**src/rtl/spi_pkg.sv**
```systemverilog
// Shared SPI constants and receive-state encoding used by the SPI master/slave pair.
package spi_pkg;

  localparam int SPI_DATA_W = 16;
  localparam int SPI_CNT_W  = 5;

  typedef logic [1:0] rx_state_t;

  localparam logic [1:0] ST_IDLE  = 2'd0;
  localparam logic [1:0] ST_SHIFT = 2'd1;
  localparam logic [1:0] ST_DONE  = 2'd2;

endpackage

```
**src/rtl/spi_edge_det.sv**
```systemverilog
// Single-bit edge detector with optional two-flop synchroniser (SPI_RX_SYNC_EN).
// RST_LVL is the idle level of the line; all flops reset to it.
module spi_edge_det #(
  parameter logic RST_LVL = 1'b0
) (
  input  logic clk,
  input  logic reset,
  input  logic din,
  output logic sig_s,
  output logic rise,
  output logic fall
);

`ifdef SPI_RX_SYNC_EN
  logic [1:0] sync_p;

  always_ff @(posedge clk) begin
    if (reset) begin
      sync_p <= {2{RST_LVL}};
    end else begin
      sync_p <= {sync_p[0], din};
    end
  end

  assign sig_s = sync_p[1];
`else
  assign sig_s = din;
`endif

  logic sig_q;

  always_ff @(posedge clk) begin
    if (reset) begin
      sig_q <= RST_LVL;
    end else begin
      sig_q <= sig_s;
    end
  end

  assign rise = sig_s & ~sig_q;
  assign fall = ~sig_s & sig_q;

endmodule

```
**src/rtl/spi_slave_rx.sv**
```systemverilog
// SPI receive slave (CPOL=0, MSB first), oversampled in the clk domain.
// Define SPI_RX_SYNC_EN to put two-flop synchronisers on all SPI inputs.
module spi_slave_rx
  import spi_pkg::*;
#(
  parameter int DATA_W = SPI_DATA_W,
  parameter int CNT_W  = SPI_CNT_W
) (
  input  logic              clk,
  input  logic              reset,
  input  logic              spi_cs_l,
  input  logic              spi_sclk,
  input  logic              spi_data,
  output logic [DATA_W-1:0] dataout,
  output logic              data_valid,
  output logic              frame_err,
  output logic [CNT_W-1:0]  bit_cnt
);

  localparam logic [CNT_W-1:0] LAST_BIT = CNT_W'(DATA_W - 1);

  logic              cs_s, cs_rise, cs_fall;
  logic              sclk_rise, sclk_s_unused, sclk_fall_unused;
  logic              data_s;
  logic              primed;
  logic              cs_armed;
  rx_state_t         state;
  logic [DATA_W-1:0] shreg;

  spi_edge_det #(.RST_LVL(1'b1)) u_cs_det (
    .clk   (clk),
    .reset (reset),
    .din   (spi_cs_l),
    .sig_s (cs_s),
    .rise  (cs_rise),
    .fall  (cs_fall)
  );

  spi_edge_det #(.RST_LVL(1'b0)) u_sclk_det (
    .clk   (clk),
    .reset (reset),
    .din   (spi_sclk),
    .sig_s (sclk_s_unused),
    .rise  (sclk_rise),
    .fall  (sclk_fall_unused)
  );

`ifdef SPI_RX_SYNC_EN
  logic [1:0] data_sync;
  logic [1:0] prime_sync;

  // prime_sync marks when the synchronisers hold real samples rather than reset fill
  always_ff @(posedge clk) begin
    if (reset) begin
      data_sync  <= '0;
      prime_sync <= '0;
    end else begin
      data_sync  <= {data_sync[0], spi_data};
      prime_sync <= {prime_sync[0], 1'b1};
    end
  end

  assign data_s = data_sync[1];
  assign primed = prime_sync[1];
`else
  assign data_s = spi_data;
  assign primed = 1'b1;
`endif

  // The cs history resets high, so a cs still low after reset would look like a
  // fall; only accept a fall once cs has genuinely been seen high.
  always_ff @(posedge clk) begin
    if (reset) begin
      cs_armed <= 1'b0;
    end else begin
      cs_armed <= cs_armed | (cs_s & primed);
    end
  end

  always_ff @(posedge clk) begin
    if (reset) begin
      state      <= ST_IDLE;
      shreg      <= '0;
      bit_cnt    <= '0;
      dataout    <= '0;
      data_valid <= 1'b0;
      frame_err  <= 1'b0;
    end else begin
      data_valid <= 1'b0;
      frame_err  <= 1'b0;
      case (state)
        ST_IDLE: begin
          if (cs_fall && cs_armed) begin
            shreg   <= '0;
            bit_cnt <= '0;
            state   <= ST_SHIFT;
          end
        end
        ST_SHIFT: begin
          // cs_rise wins over a coincident sclk_rise: the bit is dropped
          if (cs_rise) begin
            frame_err <= 1'b1;
            state     <= ST_IDLE;
          end else if (sclk_rise && !cs_s) begin
            shreg   <= {shreg[DATA_W-2:0], data_s};
            bit_cnt <= bit_cnt + CNT_W'(1);
            if (bit_cnt == LAST_BIT) begin
              dataout    <= {shreg[DATA_W-2:0], data_s};
              data_valid <= 1'b1;
              state      <= ST_DONE;
            end
          end
        end
        ST_DONE: begin
          if (cs_rise) begin
            state <= ST_IDLE;
          end
        end
        default: state <= ST_IDLE;
      endcase
    end
  end

endmodule
```
**config.mk**
```make
export PLATFORM = sky130hd
export DESIGN_NAME = spi_slave_rx
export DESIGN_NICKNAME = d
export VERILOG_FILES = /design/src/rtl/spi_pkg.sv /design/src/rtl/spi_edge_det.sv /design/src/rtl/spi_slave_rx.sv
export SDC_FILE = /design/constraint.sdc
export NUM_CORES = 1
export LEC_CHECK = 0
export CAP_MARGIN = 5
export CORE_AREA = 3 3 75 77
export DETAILED_ROUTE_END_ITERATION = 10
export DIE_AREA = 0 0 78 80
export DONT_BUFFER_PORTS = 1
export PLACE_DENSITY = 0.53
export SLEW_MARGIN = 20
export SYNTH_ARGS = -nofsm -noshare
export SYNTH_HDL_FRONTEND = slang
export SYNTH_HIERARCHICAL = 1
export SYNTH_SLANG_ARGS = --single-unit
```
**constraint.sdc**
```tcl
create_clock -name clk -period 1.9 [get_ports clk]
set_input_delay 0.38 -clock clk [delete_from_list [all_inputs] [get_ports clk]]
set_output_delay 0.38 -clock clk [all_outputs]
set_load 0.02 [all_outputs]
```
==> results of run 1 <==
==> sequential cells by signal (all words and copies together) (netlist names) <==
name / cells
bit_cnt: 5
cs_armed: 1
data_valid: 1
dataout: 16
frame_err: 1
shreg: 15
state: 2
u_cs_det/sig_q: 1
u_sclk_det/sig_q: 1
==> critical path, stage by stage, from the launching register on <==
cell	delay [ns]
dfxtp_1	0.33
nor2b_1	0.08
or3b_1	0.49
o21ai_2	0.25
buf_12	0.19
mux2i_1	0.22
==> final timing paths <==
kind,startpoint,cells past startpoint,endpoint
worst max-delay path,u_cs_det/sig_q,5,shreg[8]
worst min-delay path,reset,1,state[1]
worst max register to register,u_cs_det/sig_q,5,shreg[8]
worst min register to register,shreg[14],2,shreg[14]
==> cells in the final DEF (no fill, tap or decap), types with 2 or more instances in the layout <==
master,n
nand2b_1,3
nand3_1,19
nor2_1,4
nor3b_2,2
a21oi_1,18
mux2i_1,17
or4_1,3
clkbuf_8,5
nor2b_1,3
nand3b_1,2
nand2_1,37
dfxtp_1,43
bufinv_16,2
o21ai_0,17
buf_4,11
inv_1,2
ha_1,2
==> through the flow <==
step / total power, mW / instances
finish: 1.82 / 274
floorplan: 0.991 / 199
global route: 1.88 / 274
detailed placement: 1.01 / 266
CTS: 1.85 / 274
global placement: 1.01 / 266
==> timing repair <==
item	4_1_cts	5_1_grt
gates resized for setup	0	1
setup buffers	0	0
setup endpoints to repair	0	10
==> where the power goes <==
part           leakage (nW)  internal [mW]  switching (mW)
registers             0.347          0.906         0.00308
clock network        0.0654          0.525           0.306
logic                 0.251         0.0307          0.0450
total                 0.664           1.46           0.354
==> per-layer routing <==
layer,wire length (um),track usage [%],up-vias
li1,-,-,687
met1,1930,18.2,607
met2,1500,18.2,28
met3,265,3.95,5
met4,50,5.24,0
met5,0,0,-
==> layout make-up <==
| class | instances | share of cell area [%] |
|---|---|---|
| clock buffers | 6 | 3.62 |
| clock inverters | 2 | 2.99 |
| inverters | 3 | 0.561 |
| multi-input cells | 138 | 40.4 |
| flip-flops and latches | 43 | 42.9 |
| well taps | 70 | 4.37 |
| repair buffers | 12 | 5.12 |
==> impl_metrics.py, run 1 <==
metrics = {
    "power": {
        "leakagePower_nw": 0.664,
        "powerDensity_nw_per_um2": 905,
        "ir_drop_uv": 458,
    },
    "timing": {
        "skew_ns": 0.00621,
        "whs_ns": 0.148,
        "tightestPinTransition_ns": 0.427,
        "relSlewSlack_pct": 71.4,
        "fin_crit_ns": 1.63,
        "timing.fmax_mhz": 613,
        "setup_viol": 0,
        "fin_tns_setup_ns": 0,
        "rsz0062_at_grt": "no",
        "setup_ws_ns": 0.268,
        "hold_viol_final": 0,
        "period_share_pct": 85.9,
        "maxSlewViolCount": 0,
    },
    "grt": {
        "grt_pass1_wl_um": 6410,
        "grt_pass1_vias": 1288,
        "antenna_found_initial": 0,
        "grt_max_degree": 29,
        "grt_overflow": 0,
        "grt_util_all_layers_pct": 13.0,
    },
    "worst_setup_path": {
        "cp_max_fo": 15,
        "worst_setup_path_end_kind": "flop",
        "start_kind": "flop",
        "cp.required_ns": 2.12,
        "crit_arrival_ns": 1.85,
        "rrSetupSlack_ns": 0.27,
        "critical_path_class": "flop to flop",
    },
    "cells_and_area": {
        "final_nets": 210,
        "final_area_sq_um": 2010,
        "fillCellCount": 550,
        "num_antenna_cells": 0,
        "final_util_pct": 39.5,
        "area.growth.synth_to_final_pct": 15.0,
        "multi_input_area_sq_um": 811,
        "final-seq-area_sq_um": 861,
        "drive_gt1_share_pct": 11.3,
    },
    "die": {
        "rows": 26,
        "core_sq_um": 5070,
        "dieArea_sq_um": 6240,
        "die_w_um": 78,
        "die_h_um": 80,
        "initial_core_util_pct": 34.4,
        "io_pins": 28,
    },
    "synthesis": {
        "syn_area_per_cell_sq_um": 8.76,
        "synth_area_sq_um": 1740,
        "synthCells": 199,
        "yosys_warnings": 6,
        "synth_nets": 206,
    },
    "placement": {
        "placed_area_sq_um": 1870,
        "io_buffers": 0,
        "hpwlAfterDp_um": 2420,
        "dp_slack_ns": 0.122,
        "gp_congestion": 0.702,
    },
    "cts": {
        "clock_sinks": 43,
        "insertion_delay_ns": 0.29,
        "clock-root-buffer": "clkbuf_8",
        "cts_buffers": 5,
        "cts_max_path_buffers": 2,
        "cts_tree": "built",
        "cts_max_level": 2,
        "clk_pin_slew_ns": 0.08,
        "postCtsHoldBufs": 0,
    },
    "routing": {
        "drt_wl_total_um": 3740,
        "first_pass_iters": 4,
        "wl_per_cell_um": 13.6,
        "drc_errors": 0,
        "drt_iter0_markers": 51,
        "via_per_inst": 4.84,
        "postRouteAntennaNets": 0,
        "vias": 1327,
    },
    "worst_hold_path": {
        "min_path_type": "input pin to flop",
    },
    "flow_run": {
        "cap_violations": 0,
    },
    "run_status": {
        "status": "completed",
    },
}
Power figures use the tool's default switching activity.
==> run 2, diff against run 1 <==
--- a/config.mk
+++ b/config.mk
@@ -5,6 +5,7 @@
 export SDC_FILE = /design/constraint.sdc
 export NUM_CORES = 1
 export LEC_CHECK = 0
+export ABC_CLOCK_PERIOD_IN_PS = 1900
 export CAP_MARGIN = 5
 export CORE_AREA = 3 3 75 77
 export DETAILED_ROUTE_END_ITERATION = 10
==> results of run 2 <==
No change in the layout: final DEF, timing and power equal those of run 1.
==> run 3, diff against run 2 <==
--- a/config.mk
+++ b/config.mk
@@ -5,13 +5,13 @@
 export SDC_FILE = /design/constraint.sdc
 export NUM_CORES = 1
 export LEC_CHECK = 0
-export ABC_CLOCK_PERIOD_IN_PS = 1900
+export ABC_AREA = 1
 export CAP_MARGIN = 5
-export CORE_AREA = 3 3 75 77
+export CORE_AREA = 3 3 77 79
 export DETAILED_ROUTE_END_ITERATION = 10
-export DIE_AREA = 0 0 78 80
+export DIE_AREA = 0 0 80 82
 export DONT_BUFFER_PORTS = 1
-export PLACE_DENSITY = 0.53
+export PLACE_DENSITY = 0.52
 export SLEW_MARGIN = 20
 export SYNTH_ARGS = -nofsm -noshare
 export SYNTH_HDL_FRONTEND = slang
==> impl_metrics.py, run 3 <==
metrics = {
    "run_status": {
        "status": "completed",
    },
    "routing": {
        "drt_iter0_markers": 80,
        "vias": 1483,
        "via_per_inst": 4.52,
        "drc_errors": 0,
        "postRouteAntennaNets": 0,
        "wl_per_cell_um": 11.9,
        "drt_wl_total_um": 3890,
        "first_pass_iters": 4,
    },
    "placement": {
        "io_buffers": 0,
        "placedCellCount": 320,
        "gp_congestion": 0.709,
        "placed_area_sq_um": 1910,
        "hpwlAfterDp_um": 2620,
    },
    "cells_and_area": {
        "final_util_pct": 36.9,
        "multi_input_area_sq_um": 782,
        "finalNonFillerCells": 328,
        "final_nets": 262,
        "regMostFlops": "dataout",
        "final-seq-area_sq_um": 861,
        "fillCellCount": 601,
        "area.growth.synth_to_final_pct": 10.4,
        "largest_reg_flops": 16,
        "drive_gt1_share_pct": 9.77,
        "largestRegisters": "dataout: 16 flops, shreg: 15 flops, bit_cnt: 5 flops",
        "final_area_sq_um": 1990,
        "final_cell_mix": "nor2_1 (62), nand2_1 (45), dfxtp_1 (43)",
        "layout_commonest_cell": "nor2_1",
        "num_antenna_cells": 0,
    },
    "timing": {
        "relSlewSlack_pct": 61.2,
        "period_share_pct": 81.9,
        "fin_crit_ns": 1.56,
        "rsz0062_at_grt": "no",
        "maxSlewViolCount": 0,
        "timing.fmax_mhz": 643,
        "skew_ns": 0.00427,
        "hold_viol_final": 0,
        "tightestPinTransition_ns": 0.582,
        "setup_viol": 0,
        "fin_tns_setup_ns": 0,
    },
    "cts": {
        "cts_tree": "built",
        "clk_pin_slew_ns": 0.08,
        "insertion_delay_ns": 0.29,
        "post_cts_buffers": 0,
        "cts_max_level": 2,
        "ctsResizeCount": 0,
        "clock-root-buffer": "clkbuf_8",
        "postCtsHoldBufs": 0,
        "cts_buffers": 5,
        "clock_sinks": 43,
        "cts_max_path_buffers": 2,
    },
    "grt": {
        "grt_max_degree": 27,
        "grt_overflow": 0,
        "grt_pass1_wl_um": 6420,
        "grt_pass1_vias": 1316,
        "grt_util_all_layers_pct": 12.7,
        "antenna_found_initial": 0,
    },
    "worst_hold_path": {
        "min_path_type": "input pin to flop",
    },
    "worst_setup_path": {
        "cp_common_cell": "ha_1",
        "worst-path-buf-inv": 2,
        "cp_top_family": "simple AND/OR/NAND/NOR gates",
        "cp.required_ns": 2.13,
        "crit_arrival_ns": 1.79,
        "cp_max_fo": 8,
        "crit_slowest_cell": "dfxtp_1",
        "worst_setup_path_end_kind": "flop",
        "crit_chain": "ha_1, nand2_1, nor2_1, ha_1, inv_1, nor2_2, buf_4, nand3_1, a21oi_1",
        "critical_path_class": "flop to flop",
        "start_kind": "flop",
        "slowest_delay_ns": 0.33,
    },
    "synthesis": {
        "yosys_warnings": 6,
        "synthCells": 249,
        "syn_area_per_cell_sq_um": 7.25,
        "synth_nets": 256,
        "synth_area_sq_um": 1800,
    },
    "die": {
        "rows": 27,
        "die_w_um": 80,
        "dieArea_sq_um": 6560,
        "io_pins": 28,
        "core_sq_um": 5410,
        "die_h_um": 82,
        "initial_core_util_pct": 33.4,
    },
    "power": {
        "powerDensity_nw_per_um2": 858,
        "leakagePower_nw": 0.807,
        "ir_drop_uv": 255,
    },
    "flow_run": {
        "cap_violations": 0,
    },
}
-- run 3: final cells by class --
class                      count  area share (%)
clock buffer                   7            3.83
clock inverter                 1           0.251
inverter                      24            4.52
multi-input combinational    171            39.3
sequential                    43            43.2
tap                           72            4.52
timing repair buffer          10            4.40
-- run 3: metal layers --
| metal | vias to the layer above | track usage, % | wire length [um] |
|---|---|---|---|
| met4 | 0 | 4.56 | 62 |
| met2 | 19 | 18.9 | 1700 |
| li1 | 791 | - | - |
| met3 | 6 | 4.50 | 196 |
| met5 | - | 0 | 0 |
| met1 | 667 | 17.0 | 1930 |
-- run 3: path summary, 6_finish.rpt --
| check | end | start | slack, ns | cells past startpoint |
|---|---|---|---|---|
| hold / removal | bit_cnt[2] | reset | 0.14 | 1 |
| setup reg to reg | dataout[6] | bit_cnt[0] | 0.34 | 9 |
| setup / recovery | dataout[6] | bit_cnt[0] | 0.34 | 9 |
| hold reg to reg | cs_armed | cs_armed | 0.49 | 2 |
-- run 3: where the power goes --
| part | total (mW) | internal (mW) | switching (mW) |
|---|---|---|---|
| logic | 0.175 | 0.0626 | 0.113 |
| registers | 0.975 | 0.943 | 0.0321 |
| clock network | 0.559 | 0.258 | 0.301 |
-- run 3: metrics by stage --
stage                     hold slack [ns]  worst slack [ns]  total power [mW]
after floorplan                     0.452            0.0991              1.13
after global placement              0.448             0.366              1.17
after detailed placement            0.448             0.336              1.17
after CTS                           0.134             0.321              1.73
after global routing                0.131             0.136              1.81
final                               0.143             0.344              1.71
